$ cat src/rtl/uart_cmd_sender_if.sv
// rtl/uart_cmd_sender_if.sv - request/operand inputs and serial/status outputs of uart_cmd_sender
interface uart_cmd_sender_if #(
    parameter int N_BITS    = 8,
    parameter int N_BITS_OP = 6
);
    logic                 i_start;
    logic [N_BITS-1:0]    i_data_a;
    logic [N_BITS-1:0]    i_data_b;
    logic [N_BITS_OP-1:0] i_op;
    logic                 o_tx;
    logic                 o_busy;
    logic                 o_done;

    modport master (
        output i_start, i_data_a, i_data_b, i_op,
        input  o_tx, o_busy, o_done
    );

    modport slave (
        input  i_start, i_data_a, i_data_b, i_op,
        output o_tx, o_busy, o_done
    );
endinterface

$ cat src/rtl/uart_cmd_sender.sv
// rtl/uart_cmd_sender.sv - serializes operand A, operand B and opcode as three 8N1 frames
module uart_cmd_sender #(
    parameter int N_BITS    = 8,
    parameter int N_BITS_OP = 6,
    parameter int LIMITE    = 163,
    parameter int NB_CONTA  = 8,
    parameter int N_TICKS   = 16,
    parameter int GAP_BITS  = 2
) (
    input  logic              i_clock,
    input  logic              i_reset,
    uart_cmd_sender_if.slave  bus
);
    localparam int TW   = (N_TICKS > 1) ? $clog2(N_TICKS) : 1;
    localparam int BMAX = (N_BITS > GAP_BITS) ? N_BITS : GAP_BITS;
    localparam int BW   = $clog2(BMAX + 1);

    localparam logic [NB_CONTA-1:0] PRESC_LAST = NB_CONTA'(LIMITE - 1);
    localparam logic [TW-1:0]       TICK_LAST  = TW'(N_TICKS - 1);
    localparam logic [BW-1:0]       DATA_LAST  = BW'(N_BITS - 1);
    localparam logic [BW-1:0]       GAP_LAST   = BW'(GAP_BITS - 1);

    typedef enum logic [2:0] {S_IDLE, S_START, S_DATA, S_STOP, S_GAP} state_t;

    state_t               state, state_n;
    logic [NB_CONTA-1:0]  presc, presc_n;
    logic [TW-1:0]        tick, tick_n;
    logic [BW-1:0]        bit_idx, bit_idx_n;
    logic [1:0]           frm, frm_n;
    logic [N_BITS-1:0]    shift, shift_n;
    logic [N_BITS-1:0]    b_q, b_q_n;
    logic [N_BITS_OP-1:0] op_q, op_q_n;
    logic                 tx_q, tx_n;
    logic                 busy_q, busy_n;
    logic                 done_q, done_n;
    logic                 bit_end;

    always_ff @(posedge i_clock or negedge i_reset) begin
        if (!i_reset) begin
            state   <= S_IDLE;
            presc   <= '0;
            tick    <= '0;
            bit_idx <= '0;
            frm     <= '0;
            shift   <= '0;
            b_q     <= '0;
            op_q    <= '0;
            tx_q    <= 1'b1;
            busy_q  <= 1'b0;
            done_q  <= 1'b0;
        end else begin
            state   <= state_n;
            presc   <= presc_n;
            tick    <= tick_n;
            bit_idx <= bit_idx_n;
            frm     <= frm_n;
            shift   <= shift_n;
            b_q     <= b_q_n;
            op_q    <= op_q_n;
            tx_q    <= tx_n;
            busy_q  <= busy_n;
            done_q  <= done_n;
        end
    end

    // tx is computed one cycle ahead so the line changes exactly on the bit boundary edge
    always_comb begin
        state_n   = state;
        presc_n   = presc;
        tick_n    = tick;
        bit_idx_n = bit_idx;
        frm_n     = frm;
        shift_n   = shift;
        b_q_n     = b_q;
        op_q_n    = op_q;
        tx_n      = tx_q;
        busy_n    = busy_q;
        done_n    = 1'b0;
        bit_end   = (presc == PRESC_LAST) && (tick == TICK_LAST);

        if (state != S_IDLE) begin
            presc_n = (presc == PRESC_LAST) ? '0 : presc + 1'b1;
            if (presc == PRESC_LAST)
                tick_n = (tick == TICK_LAST) ? '0 : tick + 1'b1;
        end

        case (state)
            S_IDLE: begin
                if (bus.i_start) begin
                    shift_n   = bus.i_data_a;
                    b_q_n     = bus.i_data_b;
                    op_q_n    = bus.i_op;
                    frm_n     = '0;
                    presc_n   = '0;
                    tick_n    = '0;
                    bit_idx_n = '0;
                    tx_n      = 1'b0;
                    busy_n    = 1'b1;
                    state_n   = S_START;
                end
            end
            S_START: begin
                if (bit_end) begin
                    tx_n      = shift[0];
                    bit_idx_n = '0;
                    state_n   = S_DATA;
                end
            end
            S_DATA: begin
                if (bit_end) begin
                    if (bit_idx == DATA_LAST) begin
                        tx_n      = 1'b1;
                        bit_idx_n = '0;
                        state_n   = S_STOP;
                    end else begin
                        shift_n   = shift >> 1;
                        tx_n      = shift[1];
                        bit_idx_n = bit_idx + 1'b1;
                    end
                end
            end
            S_STOP: begin
                if (bit_end) begin
                    tx_n      = 1'b1;
                    bit_idx_n = '0;
                    state_n   = S_GAP;
                end
            end
            S_GAP: begin
                if (bit_end) begin
                    if (bit_idx != GAP_LAST) begin
                        bit_idx_n = bit_idx + 1'b1;
                    end else if (frm == 2'd2) begin
                        bit_idx_n = '0;
                        busy_n    = 1'b0;
                        done_n    = 1'b1;
                        state_n   = S_IDLE;
                    end else begin
                        bit_idx_n = '0;
                        frm_n     = frm + 2'd1;
                        shift_n   = (frm == 2'd0) ? b_q : N_BITS'(op_q);
                        tx_n      = 1'b0;
                        state_n   = S_START;
                    end
                end
            end
            default: state_n = S_IDLE;
        endcase
    end

    assign bus.o_tx   = tx_q;
    assign bus.o_busy = busy_q;
    assign bus.o_done = done_q;
endmodule

$ cat src/flat_wrapper.sv
// flat-port wrapper written by rule: the top's interface ports become plain ports
module uart_cmd_sender_flat 
#(
    parameter int N_BITS    = 8,
    parameter int N_BITS_OP = 6,
    parameter int LIMITE    = 163,
    parameter int NB_CONTA  = 8,
    parameter int N_TICKS   = 16,
    parameter int GAP_BITS  = 2
)
  (i_clock, i_reset, bus_i_start, bus_i_data_a, bus_i_data_b, bus_i_op, bus_o_tx, bus_o_busy, bus_o_done);
  uart_cmd_sender_if #(.N_BITS(N_BITS), .N_BITS_OP(N_BITS_OP)) bus_i ();
  input  logic i_clock;
  input  logic i_reset;
  input wire logic [$bits(bus_i.i_start)-1:0] bus_i_start;
  input wire logic [$bits(bus_i.i_data_a)-1:0] bus_i_data_a;
  input wire logic [$bits(bus_i.i_data_b)-1:0] bus_i_data_b;
  input wire logic [$bits(bus_i.i_op)-1:0] bus_i_op;
  output wire logic [$bits(bus_i.o_tx)-1:0] bus_o_tx;
  output wire logic [$bits(bus_i.o_busy)-1:0] bus_o_busy;
  output wire logic [$bits(bus_i.o_done)-1:0] bus_o_done;
  assign bus_i.i_start = bus_i_start;
  assign bus_i.i_data_a = bus_i_data_a;
  assign bus_i.i_data_b = bus_i_data_b;
  assign bus_i.i_op = bus_i_op;
  assign bus_o_tx = bus_i.o_tx;
  assign bus_o_busy = bus_i.o_busy;
  assign bus_o_done = bus_i.o_done;
  uart_cmd_sender #(.N_BITS(N_BITS), .N_BITS_OP(N_BITS_OP), .LIMITE(LIMITE), .NB_CONTA(NB_CONTA), .N_TICKS(N_TICKS), .GAP_BITS(GAP_BITS)) u_core (.i_clock(i_clock), .i_reset(i_reset), .bus(bus_i));
endmodule
$ cat config.mk
export PLATFORM = sky130hd
export DESIGN_NAME = uart_cmd_sender_flat
export DESIGN_NICKNAME = d
export VERILOG_FILES = /design/src/rtl/uart_cmd_sender_if.sv /design/src/rtl/uart_cmd_sender.sv /design/src/flat_wrapper.sv
export SDC_FILE = /design/constraint.sdc
export NUM_CORES = 1
export LEC_CHECK = 0
export ABC_AREA = 1
export CORE_MARGIN = 10
export CORE_UTILIZATION = 40
export DETAILED_ROUTE_END_ITERATION = 8
export GPL_TIMING_DRIVEN = 0
export PLACE_DENSITY = 0.71
export SLEW_MARGIN = 20
export SYNTH_ARGS = -nofsm -noshare
export SYNTH_HDL_FRONTEND = slang
export SYNTH_SLANG_ARGS = --single-unit
$ cat constraint.sdc
create_clock -name i_clock -period 1.9 [get_ports i_clock]
set_input_delay 0.285 -clock i_clock [delete_from_list [all_inputs] [get_ports i_clock]]
set_output_delay 0.285 -clock i_clock [all_outputs]
set_load 0.005 [all_outputs]
==> key figures, run 1 <==
Routing
  • Total number of vias: about 2200
  • Antenna-violating nets left: 0
  • Drt pass-1 iters: 4
  • DRT Wirelength: about 5600 um
  • Vias per inst: 5.04
  • Initial drt markers: around 110
  • Wire length per cell: 12.7 um
  • Drt drc: 0

Final layout
  • Diode count: 0
  • Nets: between 300 and 400
  • Synth-to-layout area growth: 19.0%
  • Fill count: 636
  • Share of cells above drive strength 1: approximately 16%
  • Final core utilization: 49.0%

Power
  • P_leak: roughly 1.6 nW
  • Total Power: between 1.5 and 2 mW
  • Worst VDD drop: 0.412 mV
  • Pwr per Cell Area: 576 mW/mm^2

Global routing
  • Met3 Use GR: 3.09%
  • Met1 Resource Use GR: approximately 15%
  • M2 GR Usage: 19.4%
  • Overflow after GRT: 0
  • First-pass GRT wire length: 10100 um
  • Pin count of the biggest net entering global routing: 33
  • Vias in the first global route: 2212
  • Antenna violations before repair: 0
  • Top Usage Layer GRT: met2
  • Gr usage total: between 10% and 20%

STA
  • Final number of hold-violating endpoints: 0
  • Slew Limit Headroom: 72.4%
  • Crit path time final: between 1500 and 2000 ps
  • Max Slew Vio Count: 0
  • FMAX: 0.573 GHz
  • RSZ-0062 raised after global routing: no
  • # setup viols final: 0
  • Worst Clk Skew: approximately 9 ps
  • Worst Tran Pin Value: 414 ps
  • Fin crit share: 91.8%

Die
  • Die Wd: 101 um
  • Core area: around 0.0064 sq mm
  • Die area: 0.0102 sq mm
  • I/O pin count: 28
  • Rows: 29
  • Initial Util: 41.2%
  • Chip height: around 100 um

Synthesis
  • Number of synthesized flops with an enable pin: 0
  • Post-synth top flop: dfrtp_1
  • Synth Area per Inst: slightly below 8 sq um
  • Cell area after synthesis: 0.00263 sq mm
  • #FFs+latches synth: 46
  • Sequential element share of the synthesized area: 43.8%
  • FFs w/ async S/R, synth: 100%
  • Syn Nets: 363
  • Netlist cell types: 29
  • Warnings from Yosys: 0
  • Cells after Synth: 331

Clock tree
  • H-tree depth: 2
  • CTS tree: done
  • CTS Buffer Depth: 2
  • Post-CTS Setup Bufs: 0
  • CTS clk-pin slew, worst paths: 90 ps
  • Cts bufs inserted: 5
  • Worst-skew pair later-pin latency: 300 ps
  • Clk root buf: clkbuf_8
  • CTS sink count: 46

Critical path
  • Crit path from: u_core.presc[0]$_DFF_PN0_
  • Startpoint Class: register
  • Worst Path Arrival: 1940 ps
  • Worst r2r src: u_core.presc[0]$_DFF_PN0_
  • Crit end category: register
  • FF-to-FF setup slack: 160 ps
  • FF-to-FF path depth: 10
  • Worst Path Required: between 2000 and 2500 ps
  • Reg2Reg Capture Point: u_core.shift[7]$_DFFE_PN0P_
  • End point of the critical path: u_core.shift[7]$_DFFE_PN0P_
  • Crit-path max FO: 10
  • Crit Path Class: reg2reg

Placed design
  • IO buf count: 27
  • Post-DP HPWL: around 4400 um
  • Gpl congestion: 0.932

Job
  • Max-cap violations: 0

Min path
  • Hold Crit Class: in2async

Run status
  • Status: completed
synthesized netlist by cell type, types with 4 or more instances:
| cell | n | area [sq um] |
|---|---|---|
| a21oi_1 | 18 | 90.1 |
| nand2_2 | 5 | 31.3 |
| inv_1 | 28 | 105 |
| nor2_1 | 25 | 93.8 |
| mux2_2 | 4 | 45.0 |
| o21ai_2 | 9 | 78.8 |
| dfrtp_1 | 45 | 1130 |
| nand2_1 | 103 | 387 |
| nand4_1 | 6 | 37.5 |
| inv_2 | 6 | 22.5 |
| o21ai_0 | 15 | 75.1 |
| nand3_1 | 25 | 125 |
| nor2_2 | 5 | 31.3 |
| mux2_4 | 4 | 60.1 |
| ha_1 | 7 | 87.6 |
per-layer routing:
layer  vias up  wire length [um]
met3        11               250
met2        44              2620
met5         -                 0
met4         0               128
met1      1046              2630
li1       1131                 -
cell families after synthesis:
| logic type | after synthesis | share of synthesized area [%] |
|---|---|---|
| flops | 46 | 43.8 |
| simple gates | 179 | 30.6 |
| xor+xnor | 3 | 0.999 |
| mux | 8 | 4.00 |
| fa+ha+maj | 7 | 3.33 |
| compound gates | 45 | 9.94 |
| buf+inv | 43 | 7.33 |
worst min path at each step:
stage	start	to	slack [ps]	depth (start not counted)
5_1_grt	i_reset	u_core.op_q[3]$_DFFE_PN0P_	450	2
2_1_floorplan	i_reset	u_core.b_q[0]$_DFFE_PN0P_	-10	0
3_5_place_dp	i_reset	u_core.op_q[2]$_DFFE_PN0P_	220	1
4_1_cts	i_reset	u_core.b_q[5]$_DFFE_PN0P_	420	2
3_3_place_gp	u_core.bus.o_tx$_DFFE_PN1P_	u_core.bus.o_tx$_DFFE_PN1P_	460	2
6_report	i_reset	u_core.op_q[2]$_DFFE_PN0P_	420	2
report_power, final:
group | switching [mW] | internal, mW
sequential | 0 | 0.978
clock | 0.326 | 0.421
combinational | 0.0297 | 0.0478
cell usage in the layout (no fill, tap or decap), drive strengths merged, types with 3 or more instances in the layout:
| cell type | count |
|---|---|
| dfrtp | 45 |
| a21oi | 18 |
| xor2 | 3 |
| nand3 | 27 |
| o21ai | 26 |
| buf | 9 |
| clkdlybuf4s50 | 26 |
| nor2 | 33 |
| inv | 35 |
| mux2 | 8 |
| nand4 | 6 |
| ha | 7 |
| clkbuf | 6 |
| nor3 | 3 |
| nand2 | 110 |
state kept, by name (all words and copies together) (netlist names):
signal,cells
u_core.b_q,8
u_core.presc,8
u_core.shift,8
u_core.op_q,6
u_core.bit_idx,4
u_core.tick,4
u_core.state,3
u_core.frm,2
u_core.bus.o_busy,1
u_core.bus.o_done,1
u_core.bus.o_tx,1
cell type report:
| type | instances | area [sq um] | share of cell area, % |
|---|---|---|---|
| multi-input cells | 242 | 1280 | 41.0 |
| flip-flops and latches | 46 | 1150 | 36.8 |
| repair buffers | 29 | 295 | 9.43 |
| inverters | 35 | 136 | 4.36 |
| well taps | 77 | 96.3 | 3.08 |
| clock buffers | 6 | 82.6 | 2.64 |
| plain buffers | 7 | 52.6 | 1.68 |
| clock inverters | 1 | 30.0 | 0.959 |
critical path, stage by stage, from the launching register on:
cell	delay (ps)
dfrtp_1	420
inv_1	80
ha_1	170
inv_1	60
nor2_2	130
nand3_2	180
nand2_2	170
nand3_4	130
buf_6	180
nand2_2	60
o21ai_2	40
through the flow:
step           setup WS [ps]  hold WS, ps  TNS (ps)  std cells  instance area (sq um)
6_report                 155          418         0        443                   3130
5_1_grt                 25.3          451         0        443                   3130
4_1_cts                  127          416         0        444                   3130
3_5_place_dp            45.2          216         0        436                   3010
3_3_place_gp            -752          459    -34040        435                   3000
2_1_floorplan            379        -10.6         0        331                   2630
what timing repair did:
action | in CTS | in global routing
resized for setup | 0 | 0
endpoints found under the setup margin | 0 | 4
hold endpoints to repair | 13 | 0
hold buffers | 1 | 0
Note: power is estimated with default switching activity, not from simulation.
==> run 2: changes to the inputs <==
--- a/config.mk
+++ b/config.mk
@@ -6,6 +6,7 @@
 export NUM_CORES = 1
 export LEC_CHECK = 0
 export ABC_AREA = 1
+export ABC_CLOCK_PERIOD_IN_PS = 1900
 export CORE_MARGIN = 10
 export CORE_UTILIZATION = 40
 export DETAILED_ROUTE_END_ITERATION = 8
==> results of run 2 <==
No change in the layout: final DEF, timing and power equal those of run 1.
==> run 3: changes to the inputs <==
--- a/config.mk
+++ b/config.mk
@@ -10,8 +10,9 @@
 export CORE_MARGIN = 10
 export CORE_UTILIZATION = 40
 export DETAILED_ROUTE_END_ITERATION = 8
+export DONT_BUFFER_PORTS = 1
 export GPL_TIMING_DRIVEN = 0
-export PLACE_DENSITY = 0.71
+export PLACE_DENSITY = 0.65
 export SLEW_MARGIN = 20
 export SYNTH_ARGS = -nofsm -noshare
 export SYNTH_HDL_FRONTEND = slang
==> run 3 against run 2 <==
Against the previous run: count of clock-buffer cells in the layout unchanged; non-clock buffer count shrank 27; sequential cell count stayed put; via count decreased by 6.1%; hold slack worse by 290 ps; critical endpoint is now u_core.shift[6]$_DFFE_PN0P_; global-route usage is 0.45 points lower; clock power down 16%; largest power group unchanged; worst setup slack lost 2.6 ps; cell count down 5.9%; final area decreased by 8.7%.
==> key figures, run 3 (synthesis gave the netlist of run 1 again) <==
Run status
  • Status: completed

Routing
  • Antenna-violating nets left: 0 (unchanged)
  • Drt pass-1 iters: 4 (unchanged)
  • Wire length per cell: 13.5 um (+6.0%)
  • DRT Wirelength: 5620 um (-0.27%)
  • Initial drt markers: 91 (-17%)
  • Drt drc: 0 (unchanged)
  • Total number of vias: 2096 (-6.1%)
  • Vias per inst: 5.03 (-0.24%)

Final layout
  • Share of cells above drive strength 1: 17.4% (+1.5 points)
  • Synth-to-layout area growth: 8.66%
  • Seq. cell area: 0.00115 sq mm (unchanged)
  • Diode count: 0 (unchanged)
  • Largest regs: u_core.b_q: 8 flops, u_core.presc: 8 flops, u_core.shift: 8 flops
  • Nets: 371 (-6.8%)
  • Most common cell after layout, fill and taps aside: nand2_1
  • Fill count: 625 (-1.7%)
  • Footprint of the multi-input gates: 0.00129 sq mm (+0.19%)
  • Leading cell types in the layout, fill and taps excluded: 103 x nand2_1, 45 x dfrtp_1, 28 x inv_1

Job
  • Max-cap violations: 0 (unchanged)

Die
  • Initial Util: 41.2% (unchanged)
  • Rows: 29 (unchanged)
  • Die Wd: 101 um (unchanged)
  • Core area: 0.00639 sq mm (unchanged)
  • I/O pin count: 28 (unchanged)
  • Die area: 0.0102 sq mm (unchanged)
  • Chip height: 101 um (unchanged)

STA
  • Setup TNS: 0 ps (unchanged)
  • Max Slew Vio Count: 0 (unchanged)
  • RSZ-0062 raised after global routing: no
  • # setup viols final: 0 (unchanged)
  • Worst Clk Skew: 6.59 ps (-2.47 ps)
  • Slew Limit Headroom: 79.0% (+6.6 points)
  • Fin crit share: 92.0% (+0.13 points)
  • FMAX: 0.572 GHz (-0.15%)
  • Worst Tran Pin Value: 314 ps (-99.9 ps)
  • Final number of hold-violating endpoints: 0 (unchanged)
  • Crit path time final: 1750 ps (+2.56 ps)
  • Setup ws final: 153 ps (-2.56 ps)

Global routing
  • Overflow after GRT: 0 (unchanged)
  • Pin count of the biggest net entering global routing: 47 (+42%)
  • Antenna violations before repair: 0 (unchanged)
  • Vias in the first global route: 2068 (-6.5%)
  • Gr usage total: 11.6% (-0.45 points)
  • First-pass GRT wire length: 9800 um (-2.8%)

Min path
  • WHS Endpoint: u_core.b_q[6]$_DFFE_PN0P_
  • Hold Crit Class: in2reg
  • Min-Delay Startpoint: bus_i_data_b[6]
  • WHS Path Cells: 1

Power
  • Clock share of power: 38.5% (-2.9 points)
  • Part of the power in registers: 59.7% (+5.4 points)
  • Int Pwr: 1.28 mW (-12%)
  • P_leak: 1.45 nW (-7.2%)
  • Psw: 0.358 mW (+0.85%)
  • Net Sw Frac: 21.9% (+2.2 points)
  • Pwr per Cell Area: 573 mW/mm^2 (-0.47%)
  • Logic pwr share: 1.7% (-2.6 points)
  • Worst VDD drop: 0.515 mV (+25%)
  • Total Power: 1.64 mW (-9.1%)

Clock tree
  • H-tree depth: 2 (unchanged)
  • CTS Buffer Depth: 2 (unchanged)
  • Cts bufs inserted: 5 (unchanged)
  • Post-CTS Setup Bufs: 0 (unchanged)
  • CTS tree: done
  • Worst-skew pair later-pin latency: 290 ps (about the same)
  • CTS sink count: 46 (unchanged)
  • CTS clk-pin slew, worst paths: 90 ps (about the same)
  • Clk root buf: clkbuf_8

Critical path
  • Worst r2r src: u_core.presc[0]$_DFF_PN0_
  • Startpoint Class: register
  • Crit end category: register
  • Reg2Reg Capture Point: u_core.shift[6]$_DFFE_PN0P_
  • Worst-path cell chain: inv_1, ha_1, inv_1, nor2_2, nand3_2, nand2_2, nand3_4, buf_6, nand2_2, o21ai_2
  • Worst Path Required: 2090 ps (about the same)
  • Critical path's slowest cell: dfrtp_1
  • Crit Path Class: reg2reg
  • Worst Path Arrival: 1940 ps (about the same)
  • FF-to-FF path depth: 10 (unchanged)
  • FF-to-FF setup slack: 150 ps (about the same)
  • Crit-path max FO: 10 (unchanged)
  • Max stage delay on crit path: 420 ps (about the same)

Placed design
  • IO buf count: 0 (-100%)
  • Worst slack, placed: 95.6 ps (+50.4 ps)
  • Gpl congestion: 0.804 (-14%)
  • Post-DP HPWL: 4220 um (-3.5%)
[run 3: changes by cell type in the layout (fill, tap and decap cells not counted), sizes merged]
cell | previous run | this run
clkdlybuf4s50 | 26 | 0
buf | 9 | 8
bufinv | 1 | 0
clkinv | 0 | 1
clkinvlp | 0 | 1
[run 3: how the worst max path moves through the flow]
stage | startpoint | to | slack, ps | cells past startpoint
floorplan | u_core.presc[0]$_DFF_PN0_ | u_core.shift[6]$_DFFE_PN0P_ | 380 | 10
finish | u_core.presc[0]$_DFF_PN0_ | u_core.shift[6]$_DFFE_PN0P_ | 150 | 10
global route | u_core.presc[0]$_DFF_PN0_ | u_core.shift[6]$_DFFE_PN0P_ | 50 | 10
detailed placement | u_core.frm[0]$_DFFE_PN0P_ | u_core.shift[0]$_DFFE_PN0P_ | 100 | 8
global placement | u_core.frm[0]$_DFFE_PN0P_ | u_core.shift[0]$_DFFE_PN0P_ | 120 | 8
CTS | u_core.frm[0]$_DFFE_PN0P_ | u_core.shift[0]$_DFFE_PN0P_ | 60 | 8
[run 3: layout make-up]
| class | count | area share, % |
|---|---|---|
| buffer | 7 | 1.84 |
| clock buffer | 6 | 2.89 |
| clock inverter | 2 | 0.438 |
| inverter | 35 | 4.77 |
| multi-input combinational | 242 | 45.1 |
| sequential | 46 | 40.3 |
| tap | 77 | 3.37 |
| timing repair buffer | 2 | 1.31 |
[run 3: power by group through the flow]
| stage | clock network, mW | registers, mW | logic, mW |
|---|---|---|---|
| 4_1_cts | 0.653 | 0.978 | 0.0304 |
| 2_1_floorplan | 0 | 0.998 | 0.00133 |
| 3_3_place_gp | 0 | 0.998 | 0.00177 |
| 6_report | 0.631 | 0.978 | 0.0285 |
| 3_5_place_dp | 0 | 0.998 | 0.00178 |
| 5_1_grt | 0.691 | 0.978 | 0.0328 |
[run 3: worst max-delay path: cells and delay by family (launching register included)]
kind                     cells  cell delay [ps]
flip-flops                   1              420
AO/OA/AOI/OAI                1               40
AND/OR/NAND/NOR              5              680
adder cells (fa/ha/maj)      1              170
buffers and inverters        3              320
[run 3: layer usage]
layer / global-route usage (%) / part of all wire, % / vias to the layer above
li1: - / - / 1076
met1: 15.0 / 47 / 985
met2: 18.2 / 46 / 30
met3: 3.29 / 5.4 / 5
met4: 3.54 / 1.1 / 0
met5: 0 / 0 / -
[run 3: metrics by stage]
stage / instance area [sq um] / hold WS [ps] / util (%) / instances
floorplan: 2630 / -10.6 / - / 331
global placement: 2730 / -9.12 / 42.7 / 408
detailed placement: 2730 / -9.17 / 42.7 / 408
CTS: 2860 / 122 / 44.8 / 418
global route: 2860 / 123 / 44.7 / 417
finish: 2860 / 131 / 44.7 / 417
[run 3: timing repair]
item / 4_1_cts / 5_1_grt
hold endpoints to repair: 46 / 0
gates resized for setup: 0 / 1
endpoints found under the setup margin: 0 / 6
hold buffers: 2 / 0
